===== src/rtl/div_pkg.sv =====
// Shared types and constants for the multi-cycle MIPS DIV/DIVU unit.
// Optional early-exit iteration skipping is enabled by defining DIV_EARLY_EXIT_EN.
package div_pkg;

  localparam int DIV_W     = 32;
  localparam int DIV_CNT_W = 6;

  localparam logic [DIV_W-1:0] DIV_ZERO_QUO = 32'hFFFF_FFFF;

  typedef enum logic [1:0] {
    IDLE = 2'd0,
    PREP = 2'd1,
    ITER = 2'd2,
    FIX  = 2'd3
  } div_state_e;

  // Two's-complement negation when neg is set; also yields |x| from a signed operand.
  function automatic logic [DIV_W-1:0] div_neg_if(input logic [DIV_W-1:0] x, input logic neg);
    logic [DIV_W-1:0] r;
    if (neg) begin
      r = (~x) + 32'd1;
    end else begin
      r = x;
    end
    return r;
  endfunction

endpackage


===== src/rtl/div_step.sv =====
// One restoring-division step: shift {rem,quo} left by one and conditionally
// subtract the divisor magnitude from the partial remainder.
module div_step
  import div_pkg::*;
(
  input  logic [DIV_W-1:0] rem_i,
  input  logic [DIV_W-1:0] quo_i,
  input  logic [DIV_W-1:0] dmag_i,
  output logic [DIV_W-1:0] rem_o,
  output logic [DIV_W-1:0] quo_o
);

  logic [DIV_W:0] sh_s;
  logic [DIV_W:0] t_s;

  // Trial subtract; bit DIV_W of the 33-bit difference is the borrow/sign.
  always_comb begin
    sh_s = {rem_i, quo_i[DIV_W-1]};
    t_s  = sh_s - {1'b0, dmag_i};
    if (t_s[DIV_W] == 1'b0) begin
      rem_o = t_s[DIV_W-1:0];
      quo_o = {quo_i[DIV_W-2:0], 1'b1};
    end else begin
      rem_o = sh_s[DIV_W-1:0];
      quo_o = {quo_i[DIV_W-2:0], 1'b0};
    end
  end

endmodule


===== src/rtl/div_unit.sv =====
// Multi-cycle 32-bit MIPS DIV/DIVU producing HI (remainder) / LO (quotient).
// Define DIV_EARLY_EXIT_EN to skip iterations over the dividend's leading zeros.
module div_unit
  import div_pkg::*;
(
  input  logic             clk,
  input  logic             rst,
  input  logic             start,
  input  logic             is_signed,
  input  logic [DIV_W-1:0] dividend,
  input  logic [DIV_W-1:0] divisor,
  output logic [DIV_W-1:0] clz_data,
  input  logic [DIV_W-1:0] clz_count,
  output logic             busy,
  output logic             done,
  output logic [DIV_W-1:0] hi,
  output logic [DIV_W-1:0] lo
);

  div_state_e state_q, state_d;

  logic [DIV_W-1:0]     clz_data_q, clz_data_d;
  logic [DIV_W-1:0]     dmag_q, dmag_d;
  logic [DIV_W-1:0]     raw_q, raw_d;
  logic [DIV_W-1:0]     rem_q, rem_d;
  logic [DIV_W-1:0]     quo_q, quo_d;
  logic [DIV_W-1:0]     hi_q, hi_d;
  logic [DIV_W-1:0]     lo_q, lo_d;
  logic [DIV_CNT_W-1:0] iter_q, iter_d;
  logic                 sign_a_q, sign_a_d;
  logic                 sign_b_q, sign_b_d;
  logic                 signed_q, signed_d;
  logic                 nofix_q, nofix_d;
  logic                 busy_q, busy_d;
  logic                 done_q, done_d;

  logic [DIV_W-1:0]     step_rem_s;
  logic [DIV_W-1:0]     step_quo_s;
  logic [DIV_CNT_W-1:0] skip_s;
  logic                 mag_zero_s;
  logic                 unused_clz_s;

`ifdef DIV_EARLY_EXIT_EN
  assign skip_s       = clz_count[DIV_CNT_W-1:0];
  assign mag_zero_s   = (clz_count[DIV_CNT_W-1:0] == 6'd32);
  assign unused_clz_s = ^clz_count[DIV_W-1:DIV_CNT_W];
`else
  assign skip_s       = 6'd0;
  assign mag_zero_s   = (clz_data_q == 32'd0);
  assign unused_clz_s = ^clz_count;
`endif

  div_step u_step (
    .rem_i (rem_q),
    .quo_i (quo_q),
    .dmag_i(dmag_q),
    .rem_o (step_rem_s),
    .quo_o (step_quo_s)
  );

  // Next-state and datapath control for IDLE -> PREP -> ITER -> FIX.
  always_comb begin
    state_d    = state_q;
    clz_data_d = clz_data_q;
    dmag_d     = dmag_q;
    raw_d      = raw_q;
    rem_d      = rem_q;
    quo_d      = quo_q;
    hi_d       = hi_q;
    lo_d       = lo_q;
    iter_d     = iter_q;
    sign_a_d   = sign_a_q;
    sign_b_d   = sign_b_q;
    signed_d   = signed_q;
    nofix_d    = nofix_q;
    busy_d     = busy_q;
    done_d     = 1'b0;

    case (state_q)
      IDLE: begin
        if (start) begin
          clz_data_d = div_neg_if(dividend, is_signed & dividend[DIV_W-1]);
          dmag_d     = div_neg_if(divisor, is_signed & divisor[DIV_W-1]);
          raw_d      = dividend;
          sign_a_d   = dividend[DIV_W-1];
          sign_b_d   = divisor[DIV_W-1];
          signed_d   = is_signed;
          busy_d     = 1'b1;
          state_d    = PREP;
        end else begin
          state_d    = IDLE;
        end
      end

      PREP: begin
        if (dmag_q == 32'd0) begin
          quo_d   = DIV_ZERO_QUO;
          rem_d   = raw_q;
          nofix_d = 1'b1;
          state_d = FIX;
        end else if (mag_zero_s) begin
          quo_d   = 32'd0;
          rem_d   = 32'd0;
          nofix_d = 1'b0;
          state_d = FIX;
        end else begin
          // Pre-shifting past leading zeros lets the loop run only k = 32 - skip steps.
          rem_d   = 32'd0;
          quo_d   = clz_data_q << skip_s;
          iter_d  = 6'd32 - skip_s;
          nofix_d = 1'b0;
          state_d = ITER;
        end
      end

      ITER: begin
        rem_d  = step_rem_s;
        quo_d  = step_quo_s;
        iter_d = iter_q - 6'd1;
        if (iter_q == 6'd1) begin
          state_d = FIX;
        end else begin
          state_d = ITER;
        end
      end

      FIX: begin
        if (signed_q && !nofix_q) begin
          lo_d = div_neg_if(quo_q, sign_a_q ^ sign_b_q);
          hi_d = div_neg_if(rem_q, sign_a_q);
        end else begin
          lo_d = quo_q;
          hi_d = rem_q;
        end
        done_d  = 1'b1;
        busy_d  = 1'b0;
        state_d = IDLE;
      end

      default: begin
        busy_d  = 1'b0;
        state_d = IDLE;
      end
    endcase
  end

  // State and datapath registers with synchronous reset.
  always_ff @(posedge clk) begin
    if (rst) begin
      state_q    <= IDLE;
      clz_data_q <= 32'd0;
      dmag_q     <= 32'd0;
      raw_q      <= 32'd0;
      rem_q      <= 32'd0;
      quo_q      <= 32'd0;
      hi_q       <= 32'd0;
      lo_q       <= 32'd0;
      iter_q     <= 6'd0;
      sign_a_q   <= 1'b0;
      sign_b_q   <= 1'b0;
      signed_q   <= 1'b0;
      nofix_q    <= 1'b0;
      busy_q     <= 1'b0;
      done_q     <= 1'b0;
    end else begin
      state_q    <= state_d;
      clz_data_q <= clz_data_d;
      dmag_q     <= dmag_d;
      raw_q      <= raw_d;
      rem_q      <= rem_d;
      quo_q      <= quo_d;
      hi_q       <= hi_d;
      lo_q       <= lo_d;
      iter_q     <= iter_d;
      sign_a_q   <= sign_a_d;
      sign_b_q   <= sign_b_d;
      signed_q   <= signed_d;
      nofix_q    <= nofix_d;
      busy_q     <= busy_d;
      done_q     <= done_d;
    end
  end

  assign clz_data = clz_data_q;
  assign busy     = busy_q;
  assign done     = done_q;
  assign hi       = hi_q;
  assign lo       = lo_q;

endmodule


===== config.mk =====
export PLATFORM = sky130hd
export DESIGN_NAME = div_unit
export DESIGN_NICKNAME = d
export VERILOG_FILES = /design/src/rtl/div_pkg.sv /design/src/rtl/div_step.sv /design/src/rtl/div_unit.sv
export SDC_FILE = /design/constraint.sdc
export NUM_CORES = 1
export LEC_CHECK = 0
export ABC_AREA = 1
export BUFFER_PORTS_ARGS = -buffer_cell sky130_fd_sc_hd__buf_2
export CAP_MARGIN = 30
export CORE_MARGIN = 5
export CORE_UTILIZATION = 45
export DETAILED_ROUTE_END_ITERATION = 12
export PLACE_DENSITY_LB_ADDON = 0.08
export SLEW_MARGIN = 15
export SYNTH_ARGS = -nofsm -noshare
export SYNTH_HDL_FRONTEND = slang
export SYNTH_SLANG_ARGS = --single-unit
export TNS_END_PERCENT = 100

===== constraint.sdc =====
create_clock -name clk -period 2.5 [get_ports clk]
set_input_delay 0.125 -clock clk [delete_from_list [all_inputs] [get_ports clk]]
set_output_delay 0.125 -clock clk [all_outputs]
set_load 0.02 [all_outputs]

==> flow_summary.toml, run 1 <==
[layout]
drive_gt1_share_pct = 13.7
fillers = 3600
n_antenna_cell = 0
fin_nets = 2933
final_util_pct = 55.7
area_delta_synth_final_pct = 22.2

[floorplan]
die_h_um = 197
die_x_um = 197
ios = 198
std_cell_rows = 68
coreArea_sq_um = 34500
die_area_sq_um = 38900
start_util_pct = 45.6

[logic_synthesis]
synth-main-ff-cell = "dfxtp_1"
synth-edff-count = 0
synthArstFlopShare_pct = 0
synth.avg_cell_area_sq_um = 6.15
synth_area_sq_um = 15800
synth_area_leaders = "dfxtp_1 (30%), nand2_1 (15%), inv_1 (10%), o21ai_0 (6.2%), nand3_1 (6.2%)"
yosysTopAreaCell = "dfxtp_1"
yosysTopAreaCellShare_pct = 30.0
synth_cell_type_count = 53
netlist_instances = 2562
yosys_warnings = 0
yosys_register_bits = 236
ys_seq_area_share_pct = 30.0
synth.net_count = 2705

[route]
detail-route-antenna-nets = 0
vias = 17304
wl_per_cell_um = 17.5
via_per_inst = 5.30
drt_iter0_markers = 1422
drt_first_pass_iters = 7
routed_wirelength_mm = 57.1
drc = 0

[global_route]
grt_max_degree = 116
grt-ovfl-total = 0
grt_pass1_wl_mm = 88.1
antenna_found_initial = 0
grt.total_usage_pct = 28.3
grt_pass1_vias = 15648

[worst_hold_path]
min-delay-start = "divisor[1]"
hold_class = "in2reg"

[clocking]
cts.reportedPaths.clkPinSlew_ns = 0.06
cts_tree = "done"
cts_max_level = 1
cts_buffer_depth = 3
cts-root-buf = "clkbuf_16"
numClockSinks = 236
cts_made_buffers = 28
clkLatencyLatePin_ns = 0.56
post-cts-setup-buffers = 0

[timing]
setup_violations = 0
tightest_slew_ns = 0.857
fmax_mhz = 422
period_needed_ns = 2.37
fin_setup_tns_ns = 0
hold_violations = 0
setup_slack_ns = 0.130
finClkSkew_ns = 0.0245
drv_slew = 0
worst_slew_margin_rel_pct = 42.8
post-route-period-util_pct = 94.8
rsz0062_at_grt = "false"

[critical_path]
endpoint_kind = "flip-flop"
cp.required_ns = 2.98
critPathKind = "reg2reg"
rr_startpoint = "dmag_q[3]"
arrival_ns = 2.85
crit_start = "dmag_q[3]"
cp-start-kind = "flip-flop"
path_max_fanout = 15

[flow_run]
max_cap_violations = 0

[power]
power.density_nw_per_um2 = 1230
peakVddDrop_mv = 0.576
power_leakage_nw = 9.84

[place]
gp_congestion = 1.00
pre_cts_ws_ns = 0.106
dpl.hpwl_mm = 43.8
io_buffers = 165

[run_status]
status = "completed"
cell type report:
| class | instances | area (sq um) | share of cell area (%) |
|---|---|---|---|
| clock inverters | 11 | 174 | 0.904 |
| flip-flops and latches | 236 | 4730 | 24.6 |
| clock buffers | 41 | 850 | 4.41 |
| repair buffers | 304 | 2140 | 11.1 |
| multi-input cells | 1782 | 9140 | 47.5 |
| inverters | 438 | 1650 | 8.56 |
| well taps | 455 | 569 | 2.96 |
routing by layer:
metal	up-vias	global-route usage, %	share of wire, %
li1	8674	-	-
met1	7894	43.5	49
met2	657	42.0	41
met3	79	3.41	7.5
met4	0	7.22	2.7
met5	-	0	0
cell usage after synthesis (2+ instances only):
cell      count
nor3_2        7
or2_2         9
nand2_2      11
dfxtp_1     236
o21ai_0     196
clkbuf_1     79
o211ai_1     27
a211oi_1      2
nand3_1     194
o21bai_1      2
buf_2        10
clkinv_1      3
a21oi_2       3
inv_2         7
inv_1       428
nand2_4       6
nor2_1      254
o41ai_1       4
ha_1         42
xnor2_1      13
nand4_1      44
buf_4         4
o31ai_1       3
nor4_1       20
nand3b_1      4
and3_1        4
buf_6         3
nor2_2        7
xor2_1       52
buf_1         9
or2_1         2
nand2_1     630
a31oi_1       8
o21ai_1       8
o221ai_1     34
a21o_1        4
a21oi_1     156
nand3_2       3
nor3_1       20
stage by stage:
stage	hold WS [ns]	std cells	area, sq um	power (mW)
global placement	0.410	3151	17400	18.5
CTS	0.00214	3267	19000	23.2
floorplan	0.271	2562	15800	14.4
finish	0.0124	3267	19200	23.8
detailed placement	0.424	3151	17400	18.6
global route	0.0543	3267	19200	25.6
flip-flops by register name (all words and copies together) (netlist names), 2 cells and up:
register,flops
state_q,2
hi,32
dmag_q,32
quo_q,32
clz_data,32
raw_q,31
lo,32
iter_q,6
rem_q,32
path summary, 6_finish.rpt:
| path | cells past startpoint | slack (ns) | endpoint |
|---|---|---|---|
| setup / recovery | 14 | 0.13 | rem_q[25] |
| hold / removal | 5 | 0.01 | dmag_q[1] |
| setup reg to reg | 14 | 0.13 | rem_q[25] |
| hold reg to reg | 2 | 0.47 | raw_q[2] |
power by group:
| part | internal, mW | switching (mW) | total [mW] | leakage [nW] |
|---|---|---|---|---|
| logic | 4.70 | 9.21 | 13.9 | 7.40 |
| registers | 4.55 | 0.856 | 5.41 | 1.94 |
| clock network | 2.77 | 1.67 | 4.44 | 0.508 |
| total | 12.0 | 11.7 | 23.8 | 9.84 |
repair_timing:
item / CTS / global route
hold buffers: 64 / 0
resized for setup: 0 / 41
endpoints found under the hold margin: 88 / 0
endpoints found under the setup margin: 0 / 35
critical path, stage by stage (launching register included):
cell and delay (ns):
dfxtp_1 0.33, inv_1 0.14, ha_1 0.40, or2_1 0.25, nand3_1 0.10, nand2_2 0.08, nand2_2 0.08, nand2_2 0.07
nand2_4 0.11, nand2_4 0.09, nand2_8 0.15, nand3_4 0.16, nand2_1 0.10, nand2_1 0.07, a21oi_1 0.15
cell usage in the layout (no fill, tap or decap), types with 28 or more instances in the layout:
cell,instances
nand2_1,628
o221ai_1,34
dlygate4sd3_1,64
a21oi_1,153
nand3_1,194
clkbuf_16,28
buf_2,165
o21ai_0,196
inv_1,426
nor2_1,249
nand4_1,44
dfxtp_1,234
xor2_1,52
buf_4,64
logic make-up after synthesis:
group / after synthesis / synth area share, %
buffers and inverters: 544 / 13.3
AO/OA/AOI/OAI: 454 / 16.3
flip-flops: 236 / 30.0
XOR/XNOR: 65 / 3.61
AND/OR/NAND/NOR: 1220 / 33.3
adder cells (fa/ha/maj): 43 / 3.46
No activity file was read; power rests on OpenSTA's default activity.
==> run 2, diff against run 1 <==
ABC_AREA = not set   (was 1)
==> flow_summary.toml, run 2 <==
[run_status]
status = "complete, but fails checks"
violations = "negative setup slack"

[clocking]
cts.reportedPaths.clkPinSlew_ns = 0.06
cts_max_level = 1
cts_tree = "done"
clkLatencyLatePin_ns = 0.56
numClockSinks = 236
cts_buffer_depth = 3
cts-root-buf = "clkbuf_16"
cts_made_buffers = 27

[logic_synthesis]
synth_simple_gate_area_share_pct = 20.6
yosysTopAreaCellShare_pct = 34.5
synthArstFlopShare_pct = 0
synth-edff-count = 0
synth_compound_area_share_pct = 23.2
synth_mux_area_share_pct = 4.31
synth_cell_type_count = 67
synth_area_leaders = "dfxtp_1 (34%), nor2_1 (6.4%), a211oi_1 (5.1%), nand2_1 (5.1%), xor2_1 (4.9%)"
synth-main-ff-cell = "dfxtp_1"
synth_top_family_by_area = "compound AO/OA/AOI/OAI gates"
yosysTopAreaCell = "dfxtp_1"
synth.net_count = 1887
synth_area_sq_um = 13700
synth.avg_cell_area_sq_um = 7.86
yosys_warnings = 0
synthMostInstantiatedCell = "dfxtp_1"
synth_commonest_cells = "dfxtp_1 (236), nor2_1 (232), nand2_1 (185)"
netlist_instances = 1744
synth_adder_area_share_pct = 3.98
synth_xor_area_share_pct = 8.50
ys_seq_area_share_pct = 34.5
yosys_register_bits = 236

[critical_path]
crit_start = "rem_q[28]"
path_max_fanout = 16
crit_end = "rem_q[12]"
rr_startpoint = "rem_q[28]"
r2r_cells = 11
cp.required_ns = 2.93
endpoint_kind = "flip-flop"
cp_common_cell = "o211ai_1"
arrival_ns = 3.11
r2r_setup_slack_ns = -0.18
slowest_stage = "or3b_4"
slowest_delay_ns = 0.40
critPathKind = "reg2reg"
cp-start-kind = "flip-flop"
r2r-end = "rem_q[12]"
crit_chain = "ha_4, a211oi_4, o211ai_1, and2_4, or3b_4, nand4_4, buf_12, mux2i_1, o211ai_1, o21ai_1, nor2_1"

[layout]
area_delta_synth_final_pct = 38.8
fin_area_sq_um = 19000
fin_nets = 2289
layout.area.seq_sq_um = 4740
multi_input_area_sq_um = 9120
fillers = 2742
instances_no_fill = 2562
final_common_cell = "buf_4"
final_cell_mix = "buf_4 (247), nor2_1 (228), dfxtp_1 (226)"
n_antenna_cell = 0
drive_gt1_share_pct = 28.5

[place]
dpl.cell_count = 2424
dpl.hpwl_mm = 36.8
place_area_sq_um = 16500
gp_congestion = 0.965
io_buffers = 165

[route]
detail-route-antenna-nets = 0
drt_iter0_markers = 1191
via_per_inst = 5.58
drc = 0
drt_first_pass_iters = 6
wl_per_cell_um = 19.3
vias = 14285
routed_wirelength_mm = 49.4

[timing]
drv_slew = 0
period_needed_ns = 2.68
post-route-period-util_pct = 107
hold_violations = 0
fin_setup_tns_ns = -3.70
rsz0062_at_grt = "true"
tightest_slew_ns = 0.720
worst_slew_margin_rel_pct = 51.9
fmax_mhz = 373
finClkSkew_ns = 0.0170
setup_slack_ns = -0.181
setup_violations = 33

[power]
p_switching_mw = 9.69
power_leakage_nw = 7.67
intPower_mw = 13.0
pwr-share-seq_pct = 23.5
power.share.switching_pct = 42.6
peakVddDrop_mv = 0.861
power_mw = 22.7
pwr-share-comb_pct = 59.0
power.share.clock_pct = 17.5
power.density_nw_per_um2 = 1190

[global_route]
grt_max_degree = 119
grt-ovfl-total = 0
grt.total_usage_pct = 27.7
grt_pass1_wl_mm = 75.0
antenna_found_initial = 0
grt_pass1_vias = 13277

[floorplan]
die_x_um = 185
start_util_pct = 45.2
std_cell_rows = 64
die_h_um = 185
die_area_sq_um = 34100
coreArea_sq_um = 30300
ios = 198

[flow_run]
max_cap_violations = 0

[worst_hold_path]
hold_class = "in2reg"
## run 2: changes by cell type after synthesis, moves of 24 or more
cell,change
xor2_1,+24
o21ai_0,-101
xnor2_1,+44
a211oi_1,+91
a21oi_1,-27
inv_1,-365
a311oi_1,+49
nand3_1,-183
clkbuf_1,+24
o221ai_1,-32
nand4_1,-30
mux2i_1,+59
nand2_1,-445
## run 2: power groups by stage
| stage | clock network [mW] | registers [mW] | logic, mW |
|---|---|---|---|
| 2_1_floorplan | 0 | 5.41 | 6.57 |
| 3_3_place_gp | 0 | 5.30 | 10.8 |
| 3_5_place_dp | 0 | 5.32 | 10.9 |
| 4_1_cts | 4.05 | 5.27 | 12.7 |
| 5_1_grt | 4.19 | 5.41 | 14.4 |
| 6_report | 3.99 | 5.34 | 13.4 |
## run 2: worst min path at each step
| stage | from | to | slack [ns] | cells after the start |
|---|---|---|---|---|
| after detailed placement | dividend[30] | raw_q[30] | 0.41 | 3 |
| after global placement | divisor[31] | sign_b_q | 0.40 | 3 |
| after floorplan | is_signed | signed_q | 0.26 | 2 |
| after global routing | dividend[15] | raw_q[15] | 0.02 | 4 |
| after CTS | dividend[14] | raw_q[14] | 0.002 | 4 |
| final | dividend[14] | raw_q[14] | 0.02 | 4 |
## run 2: stage by stage
step / setup slack [ns] / utilization (%) / hold slack [ns]
after detailed placement: -0.296 / 54.4 / 0.405
after CTS: -0.159 / 61.5 / 0.00224
after floorplan: -0.000254 / - / 0.261
final: -0.181 / 62.7 / 0.0198
after global routing: -0.313 / 62.7 / 0.0242
after global placement: -0.239 / 54.4 / 0.399
## run 2: cells by family after synthesis
kind of cell | count (synthesis)
adder cells (fa/ha/maj) | 43
multiplexers | 59
buffers and inverters | 178
flip-flops | 236
AO/OA/AOI/OAI | 486
AND/OR/NAND/NOR | 609
XOR/XNOR | 133
## run 2: timing repair
item	CTS	global route
gates cloned	3	0
hold endpoints to repair	87	0
buffers inserted	17	12
hold buffers	60	0
endpoints found under the setup margin	48	60
gates resized for setup	108	61
pin swaps	50	43
## run 2: worst max-delay path, delay by kind of cell, from the launching register on
family / cells / cell delay (ns)
muxes: 1 / 0.21
and+or+nand+nor: 4 / 0.86
AOI/OAI and AO/OA: 4 / 0.68
buffers and inverters: 1 / 0.18
DFF: 1 / 0.35
adders and majority gates: 1 / 0.26
## run 2: area by class of cell
cell class                      instances  share of cell area (%)
Clock inverter                         14                   0.651
Multi-Input combinational cell       1330                    47.9
Timing Repair Buffer                  488                    18.6
Clock buffer                           35                    4.08
Tap cell                              396                    2.60
Sequential cell                       236                    24.9
Inverter                               63                    1.24
## run 2: routing by layer
layer | track usage, % | routed length [um] | up-vias
met1 | 42.1 | 23400 | 6641
met2 | 40.6 | 20500 | 508
met4 | 7.75 | 1560 | 0
met3 | 4.10 | 3970 | 81
li1 | - | - | 7055
met5 | 0 | 0 | -
==> run 3, diff against run 2 <==
clock period = 2.8 ns   (was 2.5 ns; I/O delays follow)
==> flow_summary.toml, run 3 (synthesis gave the netlist of run 2 again) <==
[run_status]
status = "completed"

[critical_path]
crit_chain = "inv_2, ha_4, a211oi_4, o211ai_1, and2_4, a221oi_4, nand4_4, clkbuf_16, buf_8, buf_12, nand2_1, o2111ai_1, and2_1"
path_max_fanout = 6
arrival_ns = 3.19
critPathKind = "reg2reg"
slowest_stage = "dfxtp_2"
rr_startpoint = "dmag_q[25]"
slowest_delay_ns = 0.33
r2r_cells = 13
cp.buffers_inverters = 4
critPathTopFamily = "compound AO/OA/AOI/OAI gates"
crit_start = "dmag_q[25]"
cp.required_ns = 3.26
cp-start-kind = "flip-flop"
endpoint_kind = "flip-flop"
r2r_setup_slack_ns = 0.07
r2r-end = "rem_q[27]"

[route]
drc = 0
wl_per_cell_um = 19.3
met2_length_mm = 20.2
via_per_inst = 5.66
routed_wirelength_mm = 47.9
drt_first_pass_iters = 6
met1_length_mm = 22.9
detail-route-antenna-nets = 0
wl_met3_mm = 3.77
drt_iter0_markers = 1023
vias = 14033
top_layer_used = "met4"

[worst_hold_path]
hold_class = "in2reg"
min_to = "dmag_q[15]"
min-delay-start = "divisor[15]"
whs_path_depth = 4

[timing]
post-route-period-util_pct = 97.6
hold_violations = 0
setup_slack_ns = 0.0672
fmax_mhz = 366
drv_slew = 0
setup_violations = 0
worst_slew_margin_rel_pct = 51.1
period_needed_ns = 2.73
finClkSkew_ns = 0.0213
fin_setup_tns_ns = 0
tightest_slew_ns = 0.731

[global_route]
grt_max_degree = 120
grt_pass1_wl_mm = 73.2
antenna_found_initial = 0
grt-ovfl-total = 0
grt.total_usage_pct = 27.0
grt_pass1_vias = 12973

[power]
power.density_nw_per_um2 = 1050
peakVddDrop_mv = 0.621
power_leakage_nw = 7.27

[floorplan]
std_cell_rows = 64
die_h_um = 185
coreArea_sq_um = 30300
ios = 198
die_area_sq_um = 34100
die_x_um = 185
start_util_pct = 45.2

[layout]
final_common_cell = "nor2_1"
area_delta_synth_final_pct = 32.4
fin_nets = 2212
final_cell_mix = "nor2_1 (230), dfxtp_1 (224), nand2_1 (185)"
n_antenna_cell = 0
drive_gt1_share_pct = 23.4
fin_area_sq_um = 18100

[place]
io_buffers = 165
gp_congestion = 0.920
dpl.hpwl_mm = 35.5
place_area_sq_um = 15900
pre_cts_ws_ns = -0.0945

[clocking]
cts_max_level = 1
cts_buffer_depth = 3
cts.reportedPaths.clkPinSlew_ns = 0.06
numClockSinks = 236
cts_made_buffers = 27
clkLatencyLatePin_ns = 0.56
cts_tree = "done"
cts-root-buf = "clkbuf_16"

[flow_run]
max_cap_violations = 0
==> run 3: cell types whose count changed in the layout (fill, tap and decap cells not counted), sizes merged <==
cell	change
clkinv	-4
dlygate4sd3	+4
clkinvlp	-3
dlymetal6s4s	+2
buf	-84
bufinv	+2
clkbuf	+1
==> run 3: power breakdown <==
group	switching (mW)	leakage [nW]	internal [mW]
combinational	5.84	4.91	4.98
clock	1.44	0.416	2.07
sequential	0.772	1.94	4.01
==> run 3: tightest hold or removal path, cell delays in order <==
cell and delay (ns):
buf_2 0.12, a21oi_1 0.04, o21ai_0 0.17, a21oi_1 0.07
==> run 3: how the worst max path moves through the flow <==
stage                            to  slack (ns)  cells past startpoint
after floorplan            rem_q[7]        0.06                     13
after global placement    rem_q[16]       -0.06                     12
after detailed placement   rem_q[2]       -0.09                     12
after CTS                 rem_q[11]       0.005                     13
after global routing       rem_q[7]       -0.03                     13
final                     rem_q[27]        0.07                     13
==> run 3: repair_timing <==
| action | 4_1_cts | 5_1_grt |
|---|---|---|
| gates resized for setup | 24 | 97 |
| endpoints found under the setup margin | 20 | 34 |
| setup buffers | 6 | 9 |
| pin swaps | 13 | 36 |
| hold buffers | 66 | 0 |
| endpoints found under the hold margin | 95 | 0 |
| gates cloned | 2 | 0 |
==> run 3: per-layer routing <==
layer  vias to the layer above  global-route usage (%)
met3                        69                    4.80
met4                         0                    6.12
met5                         -                       0
met1                      6560                    40.8
li1                       6928                       -
met2                       476                    40.1
==> run 3: final cells by class <==
cell class | count | area, sq um
fill | 2802 | 12200
multi-input combinational | 1330 | 8810
sequential | 236 | 4740
timing repair buffer | 411 | 3010
clock buffer | 35 | 716
tap | 396 | 495
inverter | 63 | 236
clock inverter | 9 | 138
==> run 3: through the flow <==
stage	hold slack (ns)	total power [mW]	std cells	utilization (%)
after floorplan	0.276	10.5	1744	-
after global placement	0.423	13.7	2356	52.5
after detailed placement	0.423	13.8	2356	52.5
after CTS	0.00992	18.3	2474	58.2
after global routing	0.0474	20.3	2480	59.8
final	0.0337	19.1	2480	59.8
